**config.mk**
```make
export PLATFORM = sky130hd
export DESIGN_NAME = im_loader
export DESIGN_NICKNAME = d
export VERILOG_FILES = /design/src/rtl/im_loader.sv
export SDC_FILE = /design/constraint.sdc
export NUM_CORES = 1
export LEC_CHECK = 0
export CAP_MARGIN = 10
export CORE_ASPECT_RATIO = 0.9
export CORE_UTILIZATION = 53
export CTS_BUF_LIST = sky130_fd_sc_hd__clkbuf_8
export CTS_CLUSTER_SIZE = 20
export DETAILED_ROUTE_END_ITERATION = 6
export GPL_ROUTABILITY_DRIVEN = 1
export HOLD_SLACK_MARGIN = 0.02
export PLACE_DENSITY = 0.88
export SLEW_MARGIN = 0
export SYNTH_ARGS = -nofsm -noshare
export SYNTH_HDL_FRONTEND = slang
export SYNTH_SLANG_ARGS = --single-unit
```
**constraint.sdc**
```tcl
create_clock -name clk -period 4 [get_ports clk]
set_clock_uncertainty 0.15 [all_clocks]
set_input_delay 0.8 -clock clk [delete_from_list [all_inputs] [get_ports clk]]
set_output_delay 0.8 -clock clk [all_outputs]
set_load 0.01 [all_outputs]
```
**src/rtl/im_loader.sv**
```systemverilog
// im_loader: fills the instruction memory from a byte stream while the CPU is held.
// Bytes arrive big-endian (first byte lands in [31:24]) and are written as 32-bit words
// to consecutive IM word indices starting at start_word. Runs never wrap past DEPTH-1.
module im_loader #(
    parameter int ADDR_W = 12,
    parameter int DEPTH  = 4096
) (
    input  logic              clk,
    input  logic              reset,
    input  logic              start,
    input  logic [ADDR_W-1:0] start_word,
    input  logic [ADDR_W:0]   word_count,
    input  logic              in_valid,
    input  logic [7:0]        in_data,
    output logic              in_ready,
    output logic              im_we,
    output logic [ADDR_W-1:0] im_addr,
    output logic [31:0]       im_wdata,
    output logic              cpu_hold,
    output logic              busy,
    output logic              done,
    output logic              err_overflow,
    output logic [ADDR_W:0]   words_written
);

    typedef enum logic [1:0] {
        S_IDLE,
        S_COLLECT,
        S_WRITE,
        S_FINISH
    } state_t;

    localparam logic [ADDR_W-1:0] LAST_IDX = ADDR_W'(DEPTH - 1);
    localparam logic [ADDR_W:0]   ONE_W    = (ADDR_W+1)'(1);

    state_t            state_q, state_d;
    logic [ADDR_W-1:0] addr_q, addr_d;
    logic [ADDR_W:0]   remaining_q, remaining_d;
    logic [ADDR_W:0]   words_written_q, words_written_d;
    logic [31:0]       wdata_q, wdata_d;
    logic [1:0]        byte_cnt_q, byte_cnt_d;
    logic              err_q, err_d;

    // State and datapath registers; synchronous reset discards any partial word.
    always_ff @(posedge clk) begin
        if (reset) begin
            state_q         <= S_IDLE;
            addr_q          <= '0;
            remaining_q     <= '0;
            words_written_q <= '0;
            wdata_q         <= '0;
            byte_cnt_q      <= '0;
            err_q           <= 1'b0;
        end else begin
            state_q         <= state_d;
            addr_q          <= addr_d;
            remaining_q     <= remaining_d;
            words_written_q <= words_written_d;
            wdata_q         <= wdata_d;
            byte_cnt_q      <= byte_cnt_d;
            err_q           <= err_d;
        end
    end

    // Next-state logic: collect four bytes, write one word, repeat until count or IM end.
    always_comb begin
        state_d         = state_q;
        addr_d          = addr_q;
        remaining_d     = remaining_q;
        words_written_d = words_written_q;
        wdata_d         = wdata_q;
        byte_cnt_d      = byte_cnt_q;
        err_d           = err_q;
        case (state_q)
            S_IDLE: begin
                if (start) begin
                    addr_d          = start_word;
                    remaining_d     = word_count;
                    words_written_d = '0;
                    err_d           = 1'b0;
                    byte_cnt_d      = '0;
                    state_d         = (word_count == '0) ? S_FINISH : S_COLLECT;
                end
            end
            S_COLLECT: begin
                if (in_valid) begin
                    wdata_d    = {wdata_q[23:0], in_data};
                    byte_cnt_d = byte_cnt_q + 2'd1;
                    if (byte_cnt_q == 2'd3) state_d = S_WRITE;
                end
            end
            S_WRITE: begin
                words_written_d = words_written_q + ONE_W;
                remaining_d     = remaining_q - ONE_W;
                if (remaining_q == ONE_W) begin
                    state_d = S_FINISH;
                end else if (addr_q == LAST_IDX) begin
                    // Request ran off the end of the IM: stop rather than wrap to 0.
                    err_d   = 1'b1;
                    state_d = S_IDLE;
                end else begin
                    addr_d  = addr_q + ADDR_W'(1);
                    state_d = S_COLLECT;
                end
            end
            S_FINISH: state_d = S_IDLE;
            default:  state_d = S_IDLE;
        endcase
    end

    // Moore outputs; the write strobe is also masked by reset so no write escapes it.
    assign in_ready      = (state_q == S_COLLECT);
    assign im_we         = (state_q == S_WRITE) && !reset;
    assign im_addr       = addr_q;
    assign im_wdata      = wdata_q;
    assign busy          = (state_q != S_IDLE);
    assign cpu_hold      = busy;
    assign done          = (state_q == S_FINISH);
    assign err_overflow  = err_q;
    assign words_written = words_written_q;

endmodule
```
==> results.md <==
* Final wirelength at 9300 um
* Fin. max-slew vios at 0
* Yosys top cell by area: dfxtp_1
* Final worst path period share at 73.2%
* Final Hold Vio Count at 0
* Gr busiest metal: met2
* Die Y-Extent at roughly 79 um
* Synth unique cells at 54
* CP endpoint kind: output pin
* Largest net degree at the start of global routing at 67
* Met1 Usage GRT at 36.2%
* Worst-margin pin slew at roughly 1.1 ns
* Clock buffer depth at 2
* ANT cells at 0
* CP Max Fanout at 16
* Inserted Clock Buffers at 9
* Vias per cell at 5.67
* Number of DRC markers in iteration 0 at 278
* Tmin final at 2.93 ns
* Share of layout cells above drive strength 1 at 5.94%
* CTS Sinks at 75
* Pwr/cell area at 361 nW/um^2
* CP required at between 3 and 4 ns
* CTS hold repair buffers at 0
* Met3 usage at about 7.3%
* Startpoint Class: flop
* Synth top area cells: dfxtp_1, nand2_1, a21oi_1
* EDFF count, synth at 0
* Cell row count at 27
* Vias in the first global route at 3193
* Full die area at between 6000 and 7000 sq um
* Post-CTS setup buffer count at 0
* Clock root buffer: clkbuf_8
* Clock Latency Late Sink at ~0.35 ns
* H-tree depth at 3
* Antenna violations before repair at 0
* Gate Count Post-Synth at 451
* # resized after CTS at 0
* Area growth syn-to-layout at 33.6%
* RSZ-0062 raised after global routing: no
* Routed length per instance at between 10 and 15 um
* Yosys reg bits at 75
* Drt pass-1 iters at 5
* Main synth FF type: dfxtp_1
* Fin nets at around 580
* I/O pins at 100
* Max_cap viols at 0
* Core Area at 6250 sq um
* Via count at approximately 3600
* Max-slew headroom at 28.2%
* Ys async rst share at 0%
* Outcome: finished, final reports clean
* Dpl hpwl at 6390 um
* Setup TNS at 0 ns
* P_leak at 1.60 nW
* TritonCTS clock tree: built
* Congestion Overflow GR at 0
* Initial Utilization at 56.1%
* Port Buf Inserts at 99
* Max Clk Rate at 341 MHz
* Post-route ant nets at 0
* Tot GR Track Use at 27.6%
* Synth top area share at 42.8%
* Critical path arrival at 1.98 ns
* Avg Inst Size Synth at 7.77 sq um
* First-pass GRT wire length at ~15000 um
* Hold Path Class: flop to flop
* GP Congestion at 0.887
* Met2 global-route usage at ~44%
* Clk slew on worst S/H paths at 0.08 ns
* Synthesis Warnings at 0
* Mapped cell area at between 3000 and 4000 sq um
* Drt drc at 0
* Die width at a little under 90 um
* Total power at 1.69 mW
* Filler Cell Count at 473
* Crit Path Class: flop to output pin
* Register area share after synthesis at 42.8%
* Final setup viols at 0
* Syn Nets at 493
* VDD IR max at 0.000215 V
## sequential cells by signal, summed over array words and instances, names as in the netlist
| name | count |
|---|---|
| state_q | 2 |
| err_overflow | 1 |
| im_wdata | 32 |
| words_written | 13 |
| byte_cnt_q | 2 |
| im_addr | 12 |
| remaining_q | 13 |
## worst paths after layout
kind	startpoint	to	slack, ns	cells after the start
hold reg to reg	im_wdata[25]	im_wdata[25]	0.30	2
setup reg to reg	im_addr[0]	im_addr[0]	1.51	6
hold / removal	im_wdata[25]	im_wdata[25]	0.30	2
setup / recovery	state_q[0]	in_ready	1.07	2
## cell usage after synthesis, types with 3 or more instances
cell	count
clkbuf_1	26
a21oi_1	56
inv_1	7
nor4_1	10
nand4_1	7
o31ai_1	4
nand2b_1	4
nor3_1	10
ha_1	5
a311oi_1	3
a211oi_1	11
dfxtp_1	75
o22ai_1	4
nand3_1	11
nand2_1	99
mux2i_1	3
xnor2_1	4
nor2_1	46
o21ai_0	10
xor2_1	11
## layer usage
layer	vias up	routed length [um]
met4	0	133
met3	14	618
met2	144	4420
met5	-	0
li1	1745	-
met1	1648	4120
## final cells by class
class	count	area, sq um	share of cell area (%)
repair buffers	105	1030	22.0
flip-flops and latches	75	1500	32.1
clock inverters	6	67.6	1.44
multi-input cells	337	1820	39.0
well taps	87	109	2.32
clock buffers	9	124	2.64
inverters	7	26.3	0.561
## logic make-up (layout without fill, tap and decap cells)
group | Yosys count | after routing | share of synthesized area [%]
muxes | 3 | 3 | 0.857
xor gates and xnor gates | 15 | 15 | 3.75
and+or+nand+nor | 208 | 208 | 27.0
buffers and inverters | 39 | 127 | 5.21
adders and majority gates | 5 | 5 | 1.78
DFF | 75 | 75 | 42.8
AOI/OAI and AO/OA | 106 | 106 | 18.6
## report_power, final
group / internal, mW / switching [mW] / leakage (nW) / total, mW
registers: 0.780 / 0.0496 / 0.611 / 0.830
logic: 0.139 / 0.156 / 0.902 / 0.295
clock network: 0.285 / 0.280 / 0.0913 / 0.566
## through the flow
stage               util, %  setup slack [ns]  std cells  cell area (sq um)  hold WS (ns)
floorplan                 -              1.61        451               3510         0.310
global placement       71.9              1.17        611               4490         0.292
detailed placement     71.9              1.12        611               4490         0.298
CTS                    74.9              1.08        626               4680         0.309
global route           74.9             0.980        626               4680         0.331
finish                 74.9              1.07        626               4680         0.303
## cell usage in the layout, fill, tap and decap left out, types with 7 or more instances in the layout
cell type,count
nand2_1,99
clkdlybuf4s50_1,98
dfxtp_1,75
a21oi_1,56
nor2_1,46
nand3_1,11
a211oi_1,11
xor2_1,11
nor4_1,10
o21ai_0,10
nor3_1,10
clkbuf_8,9
inv_1,7
nand4_1,7
## critical path, stage by stage, from the launching register on
cell	delay, ns
dfxtp_1	0.64
nor2b_1	0.37
clkdlybuf4s50_1	0.62
No activity file was read; power rests on OpenSTA's default activity.
